--- config.mk ---
export PLATFORM = sky130hd
export DESIGN_NAME = phys_reg_writeback
export DESIGN_NICKNAME = d
export VERILOG_FILES = /design/src/rtl/phys_reg_writeback.sv
export SDC_FILE = /design/constraint.sdc
export NUM_CORES = 1
export LEC_CHECK = 0
export ABC_AREA = 0
export ABC_CLOCK_PERIOD_IN_PS = 3400
export CAP_MARGIN = 0
export CORE_MARGIN = 2
export CORE_UTILIZATION = 48
export DETAILED_ROUTE_END_ITERATION = 10
export GPL_ROUTABILITY_DRIVEN = 0
export PLACE_DENSITY_LB_ADDON = 0.05
export SYNTH_ARGS = -nofsm -noshare
export SYNTH_HDL_FRONTEND = slang
export SYNTH_SLANG_ARGS = --single-unit
--- constraint.sdc ---
create_clock -name CLK -period 3.4 [get_ports CLK]
set_clock_uncertainty 0.05 [all_clocks]
set_input_delay 1.02 -clock CLK [delete_from_list [all_inputs] [get_ports CLK]]
set_output_delay 1.02 -clock CLK [all_outputs]
set_load 0.05 [all_outputs]
--- src/rtl/phys_reg_writeback.sv ---
// rtl/phys_reg_writeback.sv - writeback buffer and ready scoreboard for the physical register file
module phys_reg_writeback #(
  parameter int NUM_PHYS_REGS = 64,
  parameter int FIFO_DEPTH    = 4,
  localparam int LOG_PHYS     = $clog2(NUM_PHYS_REGS),
  localparam int CNT_W        = $clog2(FIFO_DEPTH) + 1
) (
  input  logic                     CLK,
  input  logic                     RESET,
  input  logic                     AluValid_IN,
  input  logic [LOG_PHYS-1:0]      AluReg_IN,
  input  logic [31:0]              AluData_IN,
  output logic                     AluReady_OUT,
  input  logic                     MemValid_IN,
  input  logic [LOG_PHYS-1:0]      MemReg_IN,
  input  logic [31:0]              MemData_IN,
  output logic                     MemReady_OUT,
  input  logic                     Alloc_IN,
  input  logic [LOG_PHYS-1:0]      AllocReg_IN,
  output logic [LOG_PHYS-1:0]      RegWrite_OUT,
  output logic [31:0]              DataWrite_OUT,
  output logic                     Write_OUT,
  output logic [NUM_PHYS_REGS-1:0] RegReady_OUT,
  output logic [CNT_W-1:0]         Count_OUT
);

  localparam int PTR_W = $clog2(FIFO_DEPTH);
  localparam logic [CNT_W-1:0] DEPTH_C = CNT_W'(FIFO_DEPTH);

  logic [LOG_PHYS-1:0]      reg_mem  [FIFO_DEPTH];
  logic [31:0]              data_mem [FIFO_DEPTH];
  logic [PTR_W-1:0]         head;
  logic [PTR_W-1:0]         tail;
  logic [PTR_W-1:0]         tail_alu;
  logic [CNT_W-1:0]         count;
  logic [CNT_W-1:0]         free;
  logic                     mem_push;
  logic                     alu_push;
  logic                     pop;
  logic [NUM_PHYS_REGS-1:0] reg_ready;

  // Space is judged from the registered count only; MEM gets the last slot.
  assign free         = DEPTH_C - count;
  assign MemReady_OUT = (free != '0);
  assign AluReady_OUT = (free >= CNT_W'(2)) || ((free == CNT_W'(1)) && !MemValid_IN);

  assign mem_push = MemValid_IN && MemReady_OUT;
  assign alu_push = AluValid_IN && AluReady_OUT;
  assign pop      = (count != '0);

  // ALU lands behind MEM when both are accepted in the same cycle.
  assign tail_alu = mem_push ? tail + PTR_W'(1) : tail;

  // Head entry drives the register-file write port; the file never stalls.
  assign Write_OUT     = pop;
  assign RegWrite_OUT  = pop ? reg_mem[head]  : '0;
  assign DataWrite_OUT = pop ? data_mem[head] : '0;
  assign RegReady_OUT  = reg_ready;
  assign Count_OUT     = count;

  // Entry storage; contents are meaningless outside head..tail so no reset.
  always_ff @(posedge CLK) begin
    if (!RESET) begin
      if (mem_push) begin
        reg_mem[tail]  <= MemReg_IN;
        data_mem[tail] <= MemData_IN;
      end
      if (alu_push) begin
        reg_mem[tail_alu]  <= AluReg_IN;
        data_mem[tail_alu] <= AluData_IN;
      end
    end
  end

  // Circular-buffer pointers and occupancy; pointers wrap naturally at FIFO_DEPTH.
  always_ff @(posedge CLK) begin
    if (RESET) begin
      head  <= '0;
      tail  <= '0;
      count <= '0;
    end else begin
      head  <= head + PTR_W'(pop);
      tail  <= tail + PTR_W'(mem_push) + PTR_W'(alu_push);
      count <= count + CNT_W'(mem_push) + CNT_W'(alu_push) - CNT_W'(pop);
    end
  end

  // Ready scoreboard: a write marks its register final, a newer allocation clears it.
  always_ff @(posedge CLK) begin
    if (RESET) begin
      reg_ready <= '1;
    end else begin
      if (pop) begin
        reg_ready[RegWrite_OUT] <= 1'b1;
      end
      if (Alloc_IN) begin
        reg_ready[AllocReg_IN] <= 1'b0;
      end
    end
  end

endmodule
==> report_table.html, run 1 <==
<table>
<tr><th>Metric</th><th>Value</th></tr>
<tr><th colspan="2">Setup path</th></tr>
<tr><td>Slowest cell on the critical path</td><td>clkdlybuf4s50_1</td></tr>
<tr><td>Start-to-end type of the worst setup path</td><td>reg2out</td></tr>
<tr><td>Buffers &amp; Inverters on Critical Path</td><td>3</td></tr>
<tr><td>Crit path launch type</td><td>flip-flop</td></tr>
<tr><td>Setup crit end kind</td><td>output port</td></tr>
<tr><td>CP arrival</td><td>2.26 ns</td></tr>
<tr><td>Critical path peak fanout</td><td>5</td></tr>
<tr><td>Number of cells on the worst reg-to-reg path</td><td>10</td></tr>
<tr><td>Reg2Reg Capture Point</td><td>Count_OUT[1]</td></tr>
<tr><td>Crit-path cells</td><td>inv_1 -&gt; ha_1 -&gt; ha_1 -&gt; inv_1 -&gt; clkdlybuf4s50_1</td></tr>
<tr><td>Worst reg-to-reg setup slack</td><td>0.61 ns</td></tr>
<tr><td>CP required</td><td>2.33 ns</td></tr>
<tr><td>Slowest Stage Delay on Critical Path</td><td>0.80 ns</td></tr>
<tr><td>Critical Path Stages</td><td>5</td></tr>
<tr><td>Launch point of the worst reg-to-reg path</td><td>Count_OUT[0]</td></tr>
<tr><td>Family with the most delay on the worst path</td><td>buffers and inverters</td></tr>
<tr><th colspan="2">Finish</th></tr>
<tr><td>Number of diodes added for antenna fixing</td><td>0</td></tr>
<tr><td>Count of fill cells added during filler insertion</td><td>1,720</td></tr>
<tr><td>Area growth from synthesis to layout</td><td>34.9%</td></tr>
<tr><td>Share of cells above drive strength 1</td><td>31.3%</td></tr>
<tr><td>Nets</td><td>1,173</td></tr>
<tr><th colspan="2">STA</th></tr>
<tr><td>Number of max-slew violations in the final report</td><td>0</td></tr>
<tr><td>Tightest Pin Transition</td><td>0.754 ns</td></tr>
<tr><td>Setup violations, final</td><td>0</td></tr>
<tr><td>Post-Route Setup TNS</td><td>0 ns</td></tr>
<tr><td>Number of endpoints with negative hold slack in the final report</td><td>0</td></tr>
<tr><td>Post-route clock period utilization</td><td>97.8%</td></tr>
<tr><td>Fin crit period</td><td>3.33 ns</td></tr>
<tr><td>Maximum clock rate</td><td>0.301 GHz</td></tr>
<tr><td>Slew headroom</td><td>49.6%</td></tr>
<tr><th colspan="2">Yosys</th></tr>
<tr><td>Proportion of netlist area held by the largest area contributor</td><td>40.8%</td></tr>
<tr><td>Instance count of the mapped netlist</td><td>868</td></tr>
<tr><td>Number of enable-type register cells in the synthesized netlist</td><td>152</td></tr>
<tr><td>Most frequent cells after synthesis</td><td>mux2_2, edfxtp_1, nor2_1, dfxtp_1, o21ai_0</td></tr>
<tr><td>Average size of a mapped cell</td><td>12.9 µm²</td></tr>
<tr><td>Proportion of synthesized chip area in sequential cells</td><td>53.5%</td></tr>
<tr><td>Post-synthesis cell type count</td><td>46</td></tr>
<tr><td>Flip-flop and latch count after synthesis</td><td>223</td></tr>
<tr><td>Post-synthesis instance area</td><td>11,200 µm²</td></tr>
<tr><td>Syn. warnings</td><td>0</td></tr>
<tr><td>Library cell occupying the most area in the post-synthesis netlist</td><td>edfxtp_1</td></tr>
<tr><td>Most common cell in the netlist</td><td>mux2_2</td></tr>
<tr><td>Async SR Flop Fraction</td><td>0%</td></tr>
<tr><td>Largest cells by area after synthesis</td><td>edfxtp_1, mux2_2, dfxtp_1</td></tr>
<tr><td>Net count after synthesis</td><td>969</td></tr>
<tr><td>Primary flip-flop cell chosen by synthesis mapping</td><td>edfxtp_1</td></tr>
<tr><th colspan="2">Status</th></tr>
<tr><td>Outcome</td><td>finished clean</td></tr>
<tr><th colspan="2">Placed design</th></tr>
<tr><td>Number of buffers added on ports</td><td>194</td></tr>
<tr><td>HPWL reported at the end of detailed placement</td><td>19,600 µm</td></tr>
<tr><th colspan="2">Global route</th></tr>
<tr><td>Overflow left after global routing</td><td>0</td></tr>
<tr><td>Initial antenna violation count</td><td>0</td></tr>
<tr><td>Via count of the first global-routing pass</td><td>8,129</td></tr>
<tr><td>First-pass GRT wire length</td><td>46,000 µm</td></tr>
<tr><td>Total GRT Usage</td><td>24.1%</td></tr>
<tr><td>Maximum number of pins on one net before global-route repair</td><td>39</td></tr>
<tr><th colspan="2">Clocking</th></tr>
<tr><td>Maximum buffer depth of the clock tree</td><td>3</td></tr>
<tr><td>Clock root buffer</td><td>clkbuf_16</td></tr>
<tr><td>Worst skew pair latency</td><td>0.52 ns</td></tr>
<tr><td>Clk sinks</td><td>223</td></tr>
<tr><td>CTS tree</td><td>built</td></tr>
<tr><td>Total clock buffers created by CTS</td><td>25</td></tr>
<tr><td>Level count of the clock H-tree</td><td>1</td></tr>
<tr><td>Clock transition at the registers of the reported paths</td><td>0.06 ns</td></tr>
<tr><th colspan="2">Die</th></tr>
<tr><td>Vertical die dimension</td><td>157 µm</td></tr>
<tr><td>Starting Density</td><td>49.1%</td></tr>
<tr><td>Overall die area</td><td>24,600 µm²</td></tr>
<tr><td>Horizontal die dimension</td><td>157 µm</td></tr>
<tr><td>Core Footprint</td><td>22,800 µm²</td></tr>
<tr><td>Ports</td><td>195</td></tr>
<tr><td>Num rows</td><td>55</td></tr>
<tr><th colspan="2">Routing</th></tr>
<tr><td>Post-detailed-route wirelength per cell</td><td>21.0 µm</td></tr>
<tr><td>DRC</td><td>0</td></tr>
<tr><td>Number of DRC markers in iteration 0</td><td>495</td></tr>
<tr><td>Vias per inst</td><td>5.69</td></tr>
<tr><td>Via Count</td><td>7,987</td></tr>
<tr><td>Post-route antenna net violation count</td><td>0</td></tr>
<tr><td>Total wirelength of the detailed-routed design</td><td>29,500 µm</td></tr>
<tr><td>Number of optimization iterations in the first detailed-route pass</td><td>5</td></tr>
<tr><th colspan="2">Power</th></tr>
<tr><td>Worst IR drop on VDD</td><td>0.662 mV</td></tr>
<tr><td>Static Leak</td><td>0.00518 µW</td></tr>
<tr><td>Final Power</td><td>12,800 µW</td></tr>
<tr><td>Power density over cell area</td><td>849 nW/µm²</td></tr>
<tr><th colspan="2">Min path</th></tr>
<tr><td>Worst hold path class</td><td>reg2reg</td></tr>
<tr><td>Launch instance of the worst min-delay path</td><td>RegReady_OUT[54]</td></tr>
<tr><td>Number of cells traversed by the worst hold path</td><td>2</td></tr>
<tr><td>Worst Hold End</td><td>RegReady_OUT[54]</td></tr>
<tr><th colspan="2">Job</th></tr>
<tr><td>Reported max-cap violation count</td><td>0</td></tr>
</table>
[per-stage QoR]
stage	setup WS, ns	cells	util, %	cell area [µm²]	hold WS [ns]
floorplan	0.0695	868	-	11200	0.501
global placement	0.228	1356	62.2	14200	0.408
detailed placement	0.197	1356	62.2	14200	0.417
CTS	0.0498	1403	66.2	15100	0.431
global route	-0.00786	1404	66.3	15100	0.449
finish	0.0738	1404	66.3	15100	0.426
[sequential cells by signal, summed over array words and instances, names as in the netlist]
signal and count:
tail 2, data_mem 128, reg_mem 24, Count_OUT 3, head 2, RegReady_OUT 64
[worst max path at each step]
stage | to | slack, ns | startpoint
floorplan | DataWrite_OUT[25] | 0.07 | Count_OUT[0]
global placement | data_mem[1][26] | 0.23 | MemValid_IN
detailed placement | data_mem[1][30] | 0.20 | MemValid_IN
CTS | DataWrite_OUT[20] | 0.05 | head[0]
global route | DataWrite_OUT[26] | -0.008 | Count_OUT[1]
finish | MemReady_OUT | 0.07 | Count_OUT[1]
[repair_timing]
action | in CTS | in global routing
gates cloned | 0 | 1
buffers inserted | 1 | 0
endpoints found under the setup margin | 35 | 8
resized for setup | 1 | 1
hold buffers | 0 | 0
[final cells by class]
| cell class | instances | area (µm²) | share of cell area (%) |
|---|---|---|---|
| repair buffers | 239 | 2880 | 19.0 |
| clock inverters | 18 | 259 | 1.72 |
| well taps | 313 | 392 | 2.59 |
| multi-input cells | 569 | 4890 | 32.4 |
| flip-flops and latches | 223 | 5990 | 39.7 |
| inverters | 14 | 52.6 | 0.348 |
| clock buffers | 28 | 637 | 4.22 |
[cells by family after synthesis]
kind of cell               Yosys count  synth area share [%]
and+or+nand+nor                    248                  11.9
xor gates and xnor gates             4                 0.313
muxes                              198                  23.6
DFF                                223                  53.5
AOI/OAI and AO/OA                  105                  5.87
buffers and inverters               76                  3.15
adders and majority gates           14                  1.77
[routing by layer]
layer  global-route usage [%]  wire (µm)  share of wire, %  vias to the layer above
met1                     32.2      12600                43                     3913
met3                     3.82       1760               6.0                       52
met5                        0          0                 0                        -
met4                     7.08        772               2.6                        0
li1                         -          -                 -                     3705
met2                     40.6      14400                49                      317
[power breakdown]
group | internal, µW | leakage [µW] | switching, µW
Combinational | 2770 | 0.00277 | 3490
Sequential | 3400 | 0.00197 | 199
Clock | 1870 | 0.000435 | 1080
Total | 8050 | 0.00518 | 4770
[layout by cell type, fill, tap and decap left out, drive strengths merged, types with 27 or more instances in the layout]
cell type / count
o21ai: 44
clkdlybuf4s50: 153
dfxtp: 71
buf: 85
clkbuf: 29
nand3: 27
mux2: 154
mux4: 37
nor2: 93
and2: 37
edfxtp: 152
[worst reg2reg max path, cell delays in order (launching register included)]
cell	delay (ns)
dfxtp_2	0.33
inv_1	0.12
ha_1	0.20
ha_2	0.34
inv_2	0.12
clkbuf_16	0.22
ha_1	0.33
fa_1	0.36
inv_1	0.07
fa_1	0.39
nor2b_1	0.14
(Power assumes the default switching activity.)
==> inputs of run 2 (changes only) <==
TNS_END_PERCENT = 20   (was default)
==> run 2 against run 1 <==
  * Worst hold slack improved by 0.00077 ns
  * Highest routed layer unchanged
  * Power fell by 4.7%
  * Count of clock-buffer cells in the layout rose by 6
  * Clock power fell by 16%
==> report_table.html, run 2 (same netlist as run 1, synthesis figures left out) <==
<table>
<tr><th>Metric</th><th>Value</th></tr>
<tr><th colspan="2">STA</th></tr>
<tr><td>Tightest Pin Transition</td><td>0.860 ns</td></tr>
<tr><td>Post-route clock period utilization</td><td>96.9%</td></tr>
<tr><td>Fin crit period</td><td>3.29 ns</td></tr>
<tr><td>Unrepaired setup endpoints after global routing</td><td>no</td></tr>
<tr><td>Number of max-slew violations in the final report</td><td>0</td></tr>
<tr><td>Maximum clock rate</td><td>0.304 GHz</td></tr>
<tr><td>Number of endpoints with negative hold slack in the final report</td><td>0</td></tr>
<tr><td>Post-Route Setup TNS</td><td>0 ns</td></tr>
<tr><td>Setup violations, final</td><td>0</td></tr>
<tr><td>Slew headroom</td><td>42.5%</td></tr>
<tr><td>Worst hold slack across all endpoints</td><td>0.427 ns</td></tr>
<tr><th colspan="2">Setup path</th></tr>
<tr><td>Number of cells on the worst reg-to-reg path</td><td>10</td></tr>
<tr><td>CP required</td><td>2.33 ns</td></tr>
<tr><td>Buffers &amp; Inverters on Critical Path</td><td>4</td></tr>
<tr><td>Launch point of the worst reg-to-reg path</td><td>Count_OUT[0]</td></tr>
<tr><td>Reg2Reg Capture Point</td><td>Count_OUT[1]</td></tr>
<tr><td>Crit path launch type</td><td>flip-flop</td></tr>
<tr><td>Slowest cell on the critical path</td><td>dfxtp_2</td></tr>
<tr><td>Crit-path cells</td><td>inv_1 -&gt; ha_1 -&gt; ha_2 -&gt; inv_1 -&gt; buf_6 -&gt; and2_1 -&gt; buf_12</td></tr>
<tr><td>CP arrival</td><td>2.22 ns</td></tr>
<tr><td>Start-to-end type of the worst setup path</td><td>reg2out</td></tr>
<tr><td>Worst reg-to-reg setup slack</td><td>0.61 ns</td></tr>
<tr><td>Source of the critical timing path</td><td>Count_OUT[0]</td></tr>
<tr><td>Critical path peak fanout</td><td>25</td></tr>
<tr><td>Cell repeated most along the worst path</td><td>inv_1</td></tr>
<tr><td>Family with the most delay on the worst path</td><td>buffers and inverters</td></tr>
<tr><td>Slowest Stage Delay on Critical Path</td><td>0.37 ns</td></tr>
<tr><td>Setup crit end kind</td><td>output port</td></tr>
<tr><th colspan="2">Global route</th></tr>
<tr><td>First-pass GRT wire length</td><td>45,200 µm</td></tr>
<tr><td>Overflow left after global routing</td><td>0</td></tr>
<tr><td>Via count of the first global-routing pass</td><td>7,944</td></tr>
<tr><td>Initial antenna violation count</td><td>0</td></tr>
<tr><td>Maximum number of pins on one net before global-route repair</td><td>69</td></tr>
<tr><td>Total GRT Usage</td><td>23.6%</td></tr>
<tr><th colspan="2">Clocking</th></tr>
<tr><td>Number of hold buffers added after CTS</td><td>0</td></tr>
<tr><td>Clock root buffer</td><td>clkbuf_16</td></tr>
<tr><td>Clock transition at the registers of the reported paths</td><td>0.06 ns</td></tr>
<tr><td>CTS tree</td><td>built</td></tr>
<tr><td>Clk sinks</td><td>223</td></tr>
<tr><td>Worst skew pair latency</td><td>0.51 ns</td></tr>
<tr><td>Level count of the clock H-tree</td><td>1</td></tr>
<tr><td>Maximum buffer depth of the clock tree</td><td>3</td></tr>
<tr><td>Total clock buffers created by CTS</td><td>25</td></tr>
<tr><th colspan="2">Finish</th></tr>
<tr><td>Final std cell area, no fill</td><td>14,900 µm²</td></tr>
<tr><td>Most common cell after layout, fill and taps aside</td><td>mux2_2</td></tr>
<tr><td>Non-Filler Instances</td><td>1,399</td></tr>
<tr><td>Post-Route Utilization</td><td>65.2%</td></tr>
<tr><td>Share of cells above drive strength 1</td><td>30.6%</td></tr>
<tr><td>Count of fill cells added during filler insertion</td><td>1,730</td></tr>
<tr><td>Flip-flop count of the largest register after layout</td><td>128</td></tr>
<tr><td>Nets</td><td>1,170</td></tr>
<tr><td>Top register by number of flip-flops</td><td>data_mem</td></tr>
<tr><td>Top library cells by usage in the layout, fill and taps aside</td><td>mux2_2, edfxtp_1, clkdlybuf4s50_1</td></tr>
<tr><td>Area growth from synthesis to layout</td><td>32.7%</td></tr>
<tr><td>Number of diodes added for antenna fixing</td><td>0</td></tr>
<tr><th colspan="2">Power</th></tr>
<tr><td>Power density over cell area</td><td>823 nW/µm²</td></tr>
<tr><td>Worst IR drop on VDD</td><td>0.642 mV</td></tr>
<tr><td>Static Leak</td><td>0.00507 µW</td></tr>
<tr><th colspan="2">Placed design</th></tr>
<tr><td>Total placed cells including tap cells</td><td>1,354</td></tr>
<tr><td>Number of buffers added on ports</td><td>194</td></tr>
<tr><td>HPWL reported at the end of detailed placement</td><td>19,800 µm</td></tr>
<tr><td>Placed cell areas</td><td>14,100 µm²</td></tr>
<tr><th colspan="2">Routing</th></tr>
<tr><td>Number of DRC markers in iteration 0</td><td>421</td></tr>
<tr><td>Vias per inst</td><td>5.65</td></tr>
<tr><td>Total wirelength of the detailed-routed design</td><td>28,800 µm</td></tr>
<tr><td>DRC</td><td>0</td></tr>
<tr><td>Post-route antenna net violation count</td><td>0</td></tr>
<tr><td>Number of optimization iterations in the first detailed-route pass</td><td>4</td></tr>
<tr><td>Via Count</td><td>7,900</td></tr>
<tr><td>Post-detailed-route wirelength per cell</td><td>20.6 µm</td></tr>
<tr><th colspan="2">Die</th></tr>
<tr><td>Horizontal die dimension</td><td>157 µm</td></tr>
<tr><td>Starting Density</td><td>49.1%</td></tr>
<tr><td>Core Footprint</td><td>22,800 µm²</td></tr>
<tr><td>Overall die area</td><td>24,600 µm²</td></tr>
<tr><td>Num rows</td><td>55</td></tr>
<tr><td>Ports</td><td>195</td></tr>
<tr><td>Vertical die dimension</td><td>157 µm</td></tr>
<tr><th colspan="2">Min path</th></tr>
<tr><td>Worst hold path class</td><td>reg2reg</td></tr>
<tr><td>Launch instance of the worst min-delay path</td><td>RegReady_OUT[47]</td></tr>
<tr><td>Number of cells traversed by the worst hold path</td><td>2</td></tr>
<tr><td>Worst Hold End</td><td>RegReady_OUT[47]</td></tr>
<tr><th colspan="2">Status</th></tr>
<tr><td>Outcome</td><td>finished clean</td></tr>
<tr><th colspan="2">Job</th></tr>
<tr><td>Reported max-cap violation count</td><td>0</td></tr>
</table>
==> run 2: cell count changes in the layout (fill, tap and decap cells not counted), sizes merged <==
cell and change:
buf -2, bufinv -6, clkbuf +5, clkdlybuf4s50 -1
clkinv -2, dlygate4sd2 +1
==> run 2: cell type report <==
type                       count  area [µm²]  area share (%)
sequential                   223        6000            40.4
multi-input combinational    569        4890            32.9
inverter                      14        52.6           0.354
clock inverter                10        73.8           0.497
clock buffer                  34         659            4.44
timing repair buffer         236        2790            18.8
tap                          313         392            2.64
==> run 2: worst max path at each step <==
stage / to / slack, ns / cells after the start
finish: DataWrite_OUT[12] / 0.11 / 7
detailed placement: data_mem[0][10] / 0.07 / 7
global route: DataWrite_OUT[12] / 0.03 / 7
CTS: AluReady_OUT / 0.1 / 6
global placement: data_mem[0][9] / 0.08 / 7
floorplan: data_mem[1][0] / -0.06 / 10
==> run 2: per-stage QoR <==
step | setup slack [ns] | total power (µW)
floorplan | -0.0628 | 7180
global placement | 0.0801 | 9770
detailed placement | 0.0675 | 9820
CTS | 0.0983 | 12300
global route | 0.0266 | 12700
finish | 0.107 | 12200
==> run 2: worst reg2reg max path, cell delays in order, from the launching register on <==
cell and delay [ns]:
dfxtp_2 0.34, inv_1 0.12, ha_1 0.19, ha_2 0.32, inv_1 0.11, buf_6 0.19, ha_1 0.33, fa_1 0.36
inv_1 0.08, fa_1 0.41, nor2b_1 0.14
==> run 2: timing repair <==
action,4_1_cts,5_1_grt
buffers inserted,1,0
setup endpoints to repair,27,0
gates resized for setup,4,0
==> run 2: power breakdown <==
group / switching [µW] / internal, µW
clock network: 1040 / 1430
logic: 3420 / 2710
registers: 215 / 3410
total: 4670 / 7550
==> run 2: per-layer routing <==
metal	GRT usage, %	up-vias	share of wire, %
met5	0	-	0
met4	4.72	0	2.0
met3	3.16	42	5.7
met2	41.9	283	51
met1	31.1	3871	41
li1	-	3704	-
==> inputs of run 3 (changes only) <==
ABC_AREA = default   (was 0)
CORE_ASPECT_RATIO = 1.4   (was default)
==> run 3 against run 2 <==
  * Worst setup slack hardly changed
  * Fmax barely moved
  * Cell count down 1.1%
  * Count of clock-buffer cells in the layout is 3 higher
  * First-iteration DRC count is 7.1% lower
  * Core utilization is 0.88 points lower
  * Power increased by 0.17%
  * Register-to-register slack worse by 0.02 ns
  * Sequential share of layout area grew 0.072 points
  * Sequential cell count unchanged
==> report_table.html, run 3 (same netlist as run 1, synthesis figures left out) <==
<table>
<tr><th>Metric</th><th>Value</th></tr>
<tr><th colspan="2">Status</th></tr>
<tr><td>Outcome</td><td>finished clean</td></tr>
<tr><th colspan="2">Global route</th></tr>
<tr><td>Initial antenna violation count</td><td>0</td></tr>
<tr><td>Via count of the first global-routing pass</td><td>8,150</td></tr>
<tr><td>Overflow left after global routing</td><td>0</td></tr>
<tr><td>Maximum number of pins on one net before global-route repair</td><td>69</td></tr>
<tr><td>Total GRT Usage</td><td>24.2%</td></tr>
<tr><td>First-pass GRT wire length</td><td>46,200 µm</td></tr>
<tr><th colspan="2">STA</th></tr>
<tr><td>Post-route clock period utilization</td><td>96.8%</td></tr>
<tr><td>Slew headroom</td><td>41.2%</td></tr>
<tr><td>Tightest Pin Transition</td><td>0.879 ns</td></tr>
<tr><td>Setup violations, final</td><td>0</td></tr>
<tr><td>Maximum clock rate</td><td>0.304 GHz</td></tr>
<tr><td>Number of max-slew violations in the final report</td><td>0</td></tr>
<tr><td>Unrepaired setup endpoints after global routing</td><td>yes</td></tr>
<tr><td>Fin crit period</td><td>3.29 ns</td></tr>
<tr><td>Number of endpoints with negative hold slack in the final report</td><td>0</td></tr>
<tr><th colspan="2">Die</th></tr>
<tr><td>Starting Density</td><td>48.6%</td></tr>
<tr><td>Core Footprint</td><td>23,000 µm²</td></tr>
<tr><td>Num rows</td><td>66</td></tr>
<tr><td>Ports</td><td>195</td></tr>
<tr><td>Overall die area</td><td>24,600 µm²</td></tr>
<tr><td>Vertical die dimension</td><td>185 µm</td></tr>
<tr><td>Horizontal die dimension</td><td>133 µm</td></tr>
<tr><th colspan="2">Min path</th></tr>
<tr><td>Worst hold path class</td><td>reg2reg</td></tr>
<tr><th colspan="2">Finish</th></tr>
<tr><td>Number of diodes added for antenna fixing</td><td>0</td></tr>
<tr><td>Most common cell after layout, fill and taps aside</td><td>mux2_2</td></tr>
<tr><td>Post-Route Utilization</td><td>64.3%</td></tr>
<tr><td>Area growth from synthesis to layout</td><td>32.4%</td></tr>
<tr><td>Count of fill cells added during filler insertion</td><td>1,728</td></tr>
<tr><td>Flip-flop count of the largest register after layout</td><td>128</td></tr>
<tr><td>Nets</td><td>1,164</td></tr>
<tr><td>Top library cells by usage in the layout, fill and taps aside</td><td>mux2_2, edfxtp_1, clkdlybuf4s50_1</td></tr>
<tr><td>Non-Filler Instances</td><td>1,384</td></tr>
<tr><td>Share of cells above drive strength 1</td><td>30.9%</td></tr>
<tr><td>Top register by number of flip-flops</td><td>data_mem</td></tr>
<tr><td>Final std cell area, no fill</td><td>14,800 µm²</td></tr>
<tr><th colspan="2">Clocking</th></tr>
<tr><td>Maximum buffer depth of the clock tree</td><td>3</td></tr>
<tr><td>Worst skew pair latency</td><td>0.50 ns</td></tr>
<tr><td>Total clock buffers created by CTS</td><td>22</td></tr>
<tr><td>Clk sinks</td><td>223</td></tr>
<tr><td>Clock root buffer</td><td>clkbuf_16</td></tr>
<tr><td>CTS tree</td><td>built</td></tr>
<tr><td>Clock transition at the registers of the reported paths</td><td>0.07 ns</td></tr>
<tr><td>Level count of the clock H-tree</td><td>1</td></tr>
<tr><th colspan="2">Job</th></tr>
<tr><td>Reported max-cap violation count</td><td>0</td></tr>
<tr><th colspan="2">Placed design</th></tr>
<tr><td>HPWL reported at the end of detailed placement</td><td>19,700 µm</td></tr>
<tr><td>Number of buffers added on ports</td><td>194</td></tr>
<tr><td>Total placed cells including tap cells</td><td>1,344</td></tr>
<tr><td>Placed cell areas</td><td>14,100 µm²</td></tr>
<tr><th colspan="2">Setup path</th></tr>
<tr><td>Crit path launch type</td><td>flip-flop</td></tr>
<tr><td>Critical path peak fanout</td><td>13</td></tr>
<tr><td>Setup crit end kind</td><td>output port</td></tr>
<tr><td>Start-to-end type of the worst setup path</td><td>reg2out</td></tr>
<tr><td>CP arrival</td><td>2.22 ns</td></tr>
<tr><td>CP required</td><td>2.33 ns</td></tr>
<tr><th colspan="2">Routing</th></tr>
<tr><td>Via Count</td><td>7,936</td></tr>
<tr><td>Post-route antenna net violation count</td><td>0</td></tr>
<tr><td>Total wirelength of the detailed-routed design</td><td>29,400 µm</td></tr>
<tr><td>Post-detailed-route wirelength per cell</td><td>21.2 µm</td></tr>
<tr><td>Number of optimization iterations in the first detailed-route pass</td><td>4</td></tr>
<tr><td>Vias per inst</td><td>5.73</td></tr>
<tr><td>DRC</td><td>0</td></tr>
<tr><td>Number of DRC markers in iteration 0</td><td>391</td></tr>
<tr><th colspan="2">Power</th></tr>
<tr><td>Static Leak</td><td>0.00506 µW</td></tr>
<tr><td>Final Power</td><td>12,200 µW</td></tr>
<tr><td>Power density over cell area</td><td>826 nW/µm²</td></tr>
<tr><td>Worst IR drop on VDD</td><td>0.713 mV</td></tr>
</table>
run 3: cell count changes in the layout (fill, tap and decap cells not counted), moves of 2 or more:
cell / previous run / this run
clkinv_1: 6 / 1
and2_1: 36 / 33
buf_4: 30 / 27
clkbuf_8: 0 / 3
and2_4: 0 / 2
clkbuf_2: 0 / 2
clkinv_2: 2 / 0
run 3: repair_timing:
action | CTS | global route
setup endpoints to repair | 36 | 10
cloned | 0 | 0
resized for setup | 3 | 5
hold buffers | 0 | 0
buffers inserted | 1 | 0
run 3: power breakdown:
part / internal (µW) / switching [µW] / total (µW)
sequential: 3400 / 216 / 3620
combinational: 2730 / 3440 / 6160
clock: 1440 / 1020 / 2460
run 3: final cells by class:
cell class                      instances  area, µm²  share of cell area (%)
Timing Repair Buffer                  233       2780                    18.7
Clock inverter                          2       33.8                   0.228
Inverter                               14       52.6                   0.355
Tap cell                              306        383                    2.58
Multi-Input combinational cell        569       4900                    33.0
Clock buffer                           37        682                    4.60
Sequential cell                       223       5990                    40.4
run 3: through the flow:
step / TNS [ns] / setup slack, ns / hold WS [ns]
after detailed placement: 0 / 0.113 / 0.416
after CTS: 0 / 0.0416 / 0.433
after global placement: 0 / 0.129 / 0.408
after global routing: -0.0142 / -0.0129 / 0.456
final: 0 / 0.107 / 0.430
after floorplan: -3.26 / -0.0628 / 0.501
run 3: final timing paths:
kind | startpoint | to | slack, ns | depth (start not counted)
min reg2reg | RegReady_OUT[60] | RegReady_OUT[60] | 0.43 | 2
max | Count_OUT[1] | DataWrite_OUT[2] | 0.11 | 7
min | RegReady_OUT[60] | RegReady_OUT[60] | 0.43 | 2
max reg2reg | Count_OUT[1] | Count_OUT[1] | 0.59 | 10
run 3: layer usage:
layer / track usage, % / routed length [µm]
met1: 28.8 / 11300
met2: 44.5 / 15500
met3: 3.82 / 1560
met4: 8.39 / 1020
met5: 0 / 0
run 3: worst max-delay path: stages, from the launching register on:
cell and delay [ns]:
dfxtp_2 0.40, inv_1 0.10, ha_1 0.21, ha_2 0.26, inv_1 0.14, buf_4 0.20
and2_1 0.24, buf_12 0.16
